### src/rtl/serial_word_receiver.sv
// Deserializes a sync-framed serial bitstream into WIDTH-bit words behind a valid/ready holding register.
// Define SERIAL_RX_PARITY_EN to add a trailing even-parity bit per frame and the parity_err pulse.
module serial_word_receiver #(
   parameter int WIDTH     = 4,
   parameter bit MSB_FIRST = 1'b1
) (
   input  logic             clk,
   input  logic             rst,
   input  logic             din,
   input  logic             din_en,
   input  logic             sync,
   output logic [WIDTH-1:0] dout,
   output logic             dout_valid,
   input  logic             dout_ready,
   output logic             busy,
   output logic             frame_err,
   output logic             overrun,
`ifdef SERIAL_RX_PARITY_EN
   output logic             parity_err,
`endif
   input  logic             clr_overrun
);

   localparam int CW = $clog2(WIDTH + 1);
   localparam logic [CW-1:0] LAST_BIT = CW'(WIDTH - 1);

   typedef enum logic [1:0] {
      IDLE,
      RECV
`ifdef SERIAL_RX_PARITY_EN
      , PARITY
`endif
   } state_t;

   state_t           state;
   logic [WIDTH-1:0] shreg;
   logic [CW-1:0]    count;
   logic [WIDTH-1:0] shifted;
   logic [WIDTH-1:0] word;
   logic             complete;
   logic             accept;
   logic             drop;

   function automatic logic [WIDTH-1:0] shift_in(input logic [WIDTH-1:0] base, input logic b);
      if (MSB_FIRST)
         return {base[WIDTH-2:0], b};
      else
         return {b, base[WIDTH-1:1]};
   endfunction

   // A word completes on its last data bit, or on a matching parity bit when parity is enabled
   always_comb begin
      shifted  = shift_in(shreg, din);
      word     = shifted;
      complete = 1'b0;
`ifdef SERIAL_RX_PARITY_EN
      word     = shreg;
      complete = din_en && !sync && (state == PARITY) && ((^shreg) == din);
`else
      complete = din_en && !sync && (state == RECV) && (count == LAST_BIT);
`endif
   end

   assign accept = complete && (!dout_valid || dout_ready);
   assign drop   = complete && dout_valid && !dout_ready;
   assign busy   = (state != IDLE);

   always_ff @(posedge clk) begin
      if (rst) begin
         state      <= IDLE;
         shreg      <= '0;
         count      <= '0;
         dout       <= '0;
         dout_valid <= 1'b0;
         frame_err  <= 1'b0;
         overrun    <= 1'b0;
`ifdef SERIAL_RX_PARITY_EN
         parity_err <= 1'b0;
`endif
      end else begin
         frame_err <= 1'b0;
`ifdef SERIAL_RX_PARITY_EN
         parity_err <= 1'b0;
`endif
         if (accept) begin
            dout       <= word;
            dout_valid <= 1'b1;
         end else if (dout_valid && dout_ready) begin
            dout_valid <= 1'b0;
         end

         // A fresh drop outranks a clear requested on the same edge
         if (drop)
            overrun <= 1'b1;
         else if (clr_overrun)
            overrun <= 1'b0;

         if (din_en) begin
            case (state)
               IDLE: begin
                  if (sync) begin
                     shreg <= shift_in('0, din);
                     count <= CW'(1);
                     state <= RECV;
                  end
               end
               RECV: begin
                  if (sync) begin
                     shreg     <= shift_in('0, din);
                     count     <= CW'(1);
                     frame_err <= 1'b1;
                  end else begin
                     shreg <= shifted;
                     count <= count + CW'(1);
                     if (count == LAST_BIT) begin
`ifdef SERIAL_RX_PARITY_EN
                        state <= PARITY;
`else
                        state <= IDLE;
`endif
                     end
                  end
               end
`ifdef SERIAL_RX_PARITY_EN
               PARITY: begin
                  if (sync) begin
                     shreg     <= shift_in('0, din);
                     count     <= CW'(1);
                     frame_err <= 1'b1;
                     state     <= RECV;
                  end else begin
                     state <= IDLE;
                     if ((^shreg) != din)
                        parity_err <= 1'b1;
                  end
               end
`endif
               default: state <= IDLE;
            endcase
         end
      end
   end

endmodule

### config.mk
export PLATFORM = sky130hd
export DESIGN_NAME = serial_word_receiver
export DESIGN_NICKNAME = d
export VERILOG_FILES = /design/src/rtl/serial_word_receiver.sv
export SDC_FILE = /design/constraint.sdc
export NUM_CORES = 1
export LEC_CHECK = 0
export CAP_MARGIN = 30
export CORE_AREA = 3 3 40 42
export DETAILED_ROUTE_END_ITERATION = 8
export DIE_AREA = 0 0 43 45
export GPL_TIMING_DRIVEN = 0
export PLACE_DENSITY = 0.84
export SYNTH_ARGS = -nofsm -noshare
export SYNTH_HDL_FRONTEND = slang
export SYNTH_SLANG_ARGS = --single-unit
### constraint.sdc
create_clock -name clk -period 2.4 [get_ports clk]
set_clock_uncertainty 0.1 [all_clocks]
set_input_delay 0.48 -clock clk [delete_from_list [all_inputs] [get_ports clk]]
set_output_delay 0.48 -clock clk [all_outputs]
set_load 0.1 [all_outputs]
==> results of run 1 <==
==> worst register-to-register path: stages, from the launching register on <==
cell and delay [ns]:
dfxtp_1 0.37, ha_1 0.16, ha_1 0.18, nand4b_2 0.15, nor2b_2 0.15, buf_6 0.12
mux2i_1 0.18
==> cell type report <==
| type | instances | area share (%) |
|---|---|---|
| clock buffer | 4 | 4.633 |
| timing repair buffer | 14 | 17.73 |
| tap | 15 | 2.396 |
| buffer | 2 | 1.917 |
| sequential | 14 | 35.78 |
| inverter | 3 | 1.438 |
| multi-input combinational | 39 | 36.10 |
==> logic make-up after synthesis <==
kind of cell	count (synthesis)	share of synthesized area, %
multiplexers	5	8.493
AND/OR/NAND/NOR	23	23.78
flip-flops	14	47.56
buffers and inverters	5	4.458
adder cells (fa/ha/maj)	2	4.246
AO/OA/AOI/OAI	9	11.47
==> stage by stage <==
| stage | instance area [um2] | total power, uW | util [%] |
|---|---|---|---|
| after global routing | 783.3 | 474.7 | 60.95 |
| after floorplan | 589.3 | 270.8 | - |
| final | 783.3 | 454.5 | 60.95 |
| after detailed placement | 748.2 | 289.5 | 58.23 |
| after CTS | 783.3 | 462.4 | 60.95 |
| after global placement | 748.2 | 288.4 | 58.23 |
==> final timing paths <==
| path | from | end | slack, ns | cells after the start |
|---|---|---|---|---|
| worst min-delay path | dout[3]$_SDFFE_PP0P_ | dout[3]$_SDFFE_PP0P_ | 0.38 | 2 |
| worst max register to register | count[0]$_SDFFE_PP0P_ | dout[1]$_SDFFE_PP0P_ | 0.92 | 6 |
| worst min register to register | dout[3]$_SDFFE_PP0P_ | dout[3]$_SDFFE_PP0P_ | 0.38 | 2 |
| worst max-delay path | dout[2]$_SDFFE_PP0P_ | dout[2] | 0.05 | 1 |
==> timing repair <==
item	in CTS	in global routing
setup endpoints to repair	1	0
endpoints found under the hold margin	0	0
resized for setup	1	0
==> where the power goes <==
| part | switching, uW | total (uW) | internal, uW |
|---|---|---|---|
| combinational | 23.8 | 42.8 | 19.0 |
| clock | 79.3 | 172 | 92.3 |
| sequential | 3.90 | 240 | 236 |
==> cells in the mapped netlist <==
master | number | share of area, %
a211oi_2 | 1 | 2.1
nor2_1 | 5 | 3.2
a21oi_1 | 2 | 1.7
nand4b_2 | 1 | 2.5
nand2_1 | 3 | 1.9
and3b_2 | 1 | 1.7
o21ai_2 | 1 | 1.5
nor2b_1 | 2 | 2.1
mux2i_1 | 5 | 8.5
dfxtp_1 | 14 | 48
buf_6 | 1 | 1.9
nor3b_1 | 1 | 1.3
ha_1 | 2 | 4.2
nor2b_2 | 1 | 1.5
a22oi_1 | 4 | 5.1
clkbuf_1 | 1 | 0.64
inv_1 | 3 | 1.9
nand2b_1 | 9 | 9.6
o22ai_1 | 1 | 1.1
==> flip-flops by register name, indices dropped and copies added, names as in the netlist <==
register / cells
dout: 4
count: 3
shreg: 3
dout_valid: 1
frame_err: 1
overrun: 1
state: 1
==> per-layer routing <==
layer,track usage [%],vias up
li1,-,236
met1,13.55,217
met2,23.95,14
met3,4.781,5
met4,12.65,0
met5,0,-
==> metrics.txt, run 1 <==
final cell count without fillers 91; Setup TNS Final 0 ns; Unique masters post-synth 19; Die W 43 um; slowest stage cell, crit path clkdlybuf4s50_1; sequential share of the synthesized area 47.56%; Hold WS 0.3817 ns; pwr dens 580.3 nW/um2; maxcap violations 0; Rel. slew slack 34.70%; clk sink count 14; Crit path max-delay family buffers and inverters; post-route setup slack 0.05378 ns; Critical path buffers and inverters 1; Die H 45 um; pre-CTS setup slack 0.2340 ns; final hold vios 0; worst slew pin tran 0.9764 ns; Synth Register Bits 14; Worst VDD drop 440.1 uV; RD Place Congestion 0.6182; crit path cell chain clkdlybuf4s50_1; FMAX 0.4262 GHz; DP Cell Count 87; Row Count 13; detailed-route DRC error count 0; Tcrit/Tclk final 97.76%; clock root cell clkbuf_4; crit path launch type flop; most frequent cells in the layout 14 x dfxtp_1, 13 x clkdlybuf4s50_1, 9 x nand2b_1; first-pass GRT wire length 1.890 mm; Initial Util 45.86%; syn avg cell area 10.16 um2; Vias per Instance 5.187; largest net degree at the start of global routing 11; Area growth syn-to-layout 32.91%; Multi-input gate area 282.8 um2; CP peak stage delay 1.13 ns; Antenna Cells 0; RSZ-0062 raised after global routing no; WL final 1.076 mm; Top Metal Used met4; TritonCTS Buffers 3; Net Count, Synth 67; Clock Tree Buf Depth 2; WL met1 456 um; Post-CTS Setup Bufs 0; Core ar. 1285 um2; die area 1935 um2; FF/Latch Area 280.3 um2; cts hold-fix bufs 0; synthesized instance count 58; H-tree depth 1; Final setup viols 0; Final HPWL DP 793.6 um; post-layout minimum cycle time 2.346 ns; Reg clk slew, reported paths 0.09 ns; Pre-antenna DRT Iters 2; drt wl/cell 11.82 um; cell area after synthesis 589.3 um2; Clk Latency, worst-skew pair 0.28 ns; Leakage 0.0003087 uW; number of routed nets with antenna violations 0; met2 WL post-DR 508 um; vias in the first global route 473; Hold WC Path Type flop to flop; Slew Viols, Final 0; Iter 0 DRT Violations 1; worst path required time 1.82 ns; fin nets 86; ratio of cells with drive above 1 in the final layout 13.16%; Synth Warn # 0; GRT Overall Usage 14.09%; crit path max fanout 2; status complete, no violations; antenna violations before repair 0; Critical Path End Type primary output; Filler cells 125; critical path class flop to primary output; metal3 WL 72 um; IO Pins 15; CTS tree built; IO buf count 14; commonest non-fill, non-tap cell in the layout dfxtp_1; total grt overflow 0; Via Count 472; CP arrival 1.77 ns
No activity file was read; power rests on OpenSTA's default activity.
==> run 2: changes to the inputs <==
--- a/config.mk
+++ b/config.mk
@@ -6,11 +6,11 @@
 export NUM_CORES = 1
 export LEC_CHECK = 0
 export CAP_MARGIN = 30
-export CORE_AREA = 3 3 40 42
+export CORE_MARGIN = 3
+export CORE_UTILIZATION = 45
 export DETAILED_ROUTE_END_ITERATION = 8
-export DIE_AREA = 0 0 43 45
 export GPL_TIMING_DRIVEN = 0
-export PLACE_DENSITY = 0.84
+export PLACE_DENSITY = 0.85
 export SYNTH_ARGS = -nofsm -noshare
 export SYNTH_HDL_FRONTEND = slang
 export SYNTH_SLANG_ARGS = --single-unit
==> constraint.sdc (replaced) <==
create_clock -name clk -period 2.3 [get_ports clk]
set_clock_uncertainty 0.1 [all_clocks]
set_input_delay 0.46 -clock clk [delete_from_list [all_inputs] [get_ports clk]]
set_output_delay 0.46 -clock clk [all_outputs]
set_load 0.1 [all_outputs]
==> metrics.txt, run 2 (synthesized netlist as in run 1, its figures left out) <==
die area 1780 um2; Final HPWL DP 799.6 um; CTS tree built; CP arrival 1.59 ns; most frequent cells in the layout 14 x dfxtp_1, 9 x nand2b_1, 7 x dlygate4sd2_1; vias in the first global route 418; largest net degree at the start of global routing 11; worst slew pin tran 0.9619 ns; CP peak stage delay 0.88 ns; status complete, no violations; flop2flop setup slack 0.85 ns; Final setup viols 0; Regs by FF count dout: 4 flops, count: 3 flops, shreg: 3 flops; final hold vios 0; r2r startpoint count[0]$_SDFFE_PP0P_; crit path launch type flop; Worst R2R Path Depth 6; Critical Path End Type primary output; pwr dens 607.2 nW/um2; Crit path max-delay family buffers and inverters; Antenna Cells 0; RSZ-0062 raised after global routing no; hold path cells 2; Clk Latency, worst-skew pair 0.28 ns; fin nets 86; Top reg by flops dout; maxcap violations 0; Reg clk slew, reported paths 0.09 ns; H-tree depth 1; Rel. slew slack 35.77%; Via Count 442; Pre-antenna DRT Iters 3; total grt overflow 0; Leakage 0.0003562 uW; Area growth syn-to-layout 31.85%; pre-CTS setup slack 0.1529 ns; r2r endpoint dout[0]$_SDFFE_PP0P_; Die H 42.19 um; crit path cell chain dlygate4sd2_1; Iter 0 DRT Violations 3; Row Count 12; hold wc startpoint dout[0]$_SDFFE_PP0P_; post-route setup slack 0.1503 ns; slowest stage cell, crit path dlygate4sd2_1; crit path max fanout 6; Worst VDD drop 420.3 uV; Largest register FFs 4; cts hold-fix bufs 0; Initial Util 50.32%; Core ar. 1171 um2; Clock Tree Buf Depth 2; Critical path buffers and inverters 1; Tcrit/Tclk final 93.47%; Hold Path Sink dout[0]$_SDFFE_PP0P_; drt wl/cell 11.36 um; ratio of cells with drive above 1 in the final layout 13.16%; commonest non-fill, non-tap cell in the layout dfxtp_1; detailed-route DRC error count 0; TritonCTS Buffers 3; antenna violations before repair 0; FMAX 0.4652 GHz; Setup TNS Final 0 ns; GRT Overall Usage 13.92%; clk sink count 14; worst path required time 1.74 ns; Slew Viols, Final 0; RD Place Congestion 0.7269; WL final 1.022 mm; post-layout minimum cycle time 2.150 ns; critical path class flop to primary output; clock root cell clkbuf_4; IO buf count 14; IO Pins 15; first-pass GRT wire length 1.828 mm; number of routed nets with antenna violations 0; Die W 42.19 um; Vias per Instance 4.911; Hold WC Path Type flop to flop
## run 2: how the worst max path moves through the flow
stage	from	endpoint	slack [ns]	depth (start not counted)
global route	state[0]$_SDFFE_PP0P_	busy	0.07	1
detailed placement	state[0]$_SDFFE_PP0P_	busy	0.15	1
finish	state[0]$_SDFFE_PP0P_	busy	0.15	1
global placement	state[0]$_SDFFE_PP0P_	busy	0.17	1
CTS	frame_err$_SDFF_PP0_	frame_err	0.01	1
floorplan	state[0]$_SDFFE_PP0P_	dout[0]$_SDFFE_PP0P_	0.47	4
## run 2: layout make-up
cell class	instances	area, um2
clock buffers	4	36.28
repair buffers	14	133.9
multi-input cells	39	282.8
fillers	108	394.1
plain buffers	2	15.01
inverters	3	11.26
well taps	14	17.52
flip-flops and latches	14	280.3
## run 2: repair_timing
action / in CTS / in global routing
setup endpoints to repair: 7 / 1
gates resized for setup: 7 / 1
setup buffers: 0 / 0
## run 2: power by group
part / leakage [uW] / total, uW / switching [uW] / internal, uW
combinational: 0.000222 / 45.0 / 25.3 / 19.7
clock: 0.0000210 / 176 / 79.8 / 96.4
sequential: 0.000113 / 251 / 4.14 / 246
## run 2: per-stage QoR
step	total power [uW]	hold slack (ns)	area [um2]	util, %	std cells
global placement	301.1	0.3561	747.0	63.78	86
floorplan	282.6	0.3517	589.3	-	58
CTS	477.7	0.3771	774.5	66.13	90
global route	495.2	0.4086	777.0	66.35	90
finish	471.8	0.3715	777.0	66.35	90
detailed placement	302.4	0.3675	747.0	63.78	86
## run 2: metal layers
layer  track usage (%)  wire length, um  vias up
met2             19.45              497        7
li1                  -                -      234
met4             11.18               37        0
met1             17.28              446      196
met5                 0                0        -
met3             4.292               42        5
## run 2: worst min-delay path: cells and delay by family, from the launching register on
| kind | cells | cell delay (ns) |
|---|---|---|
| mux | 1 | 0.06 |
| flops | 1 | 0.31 |
| simple gates | 1 | 0.06 |
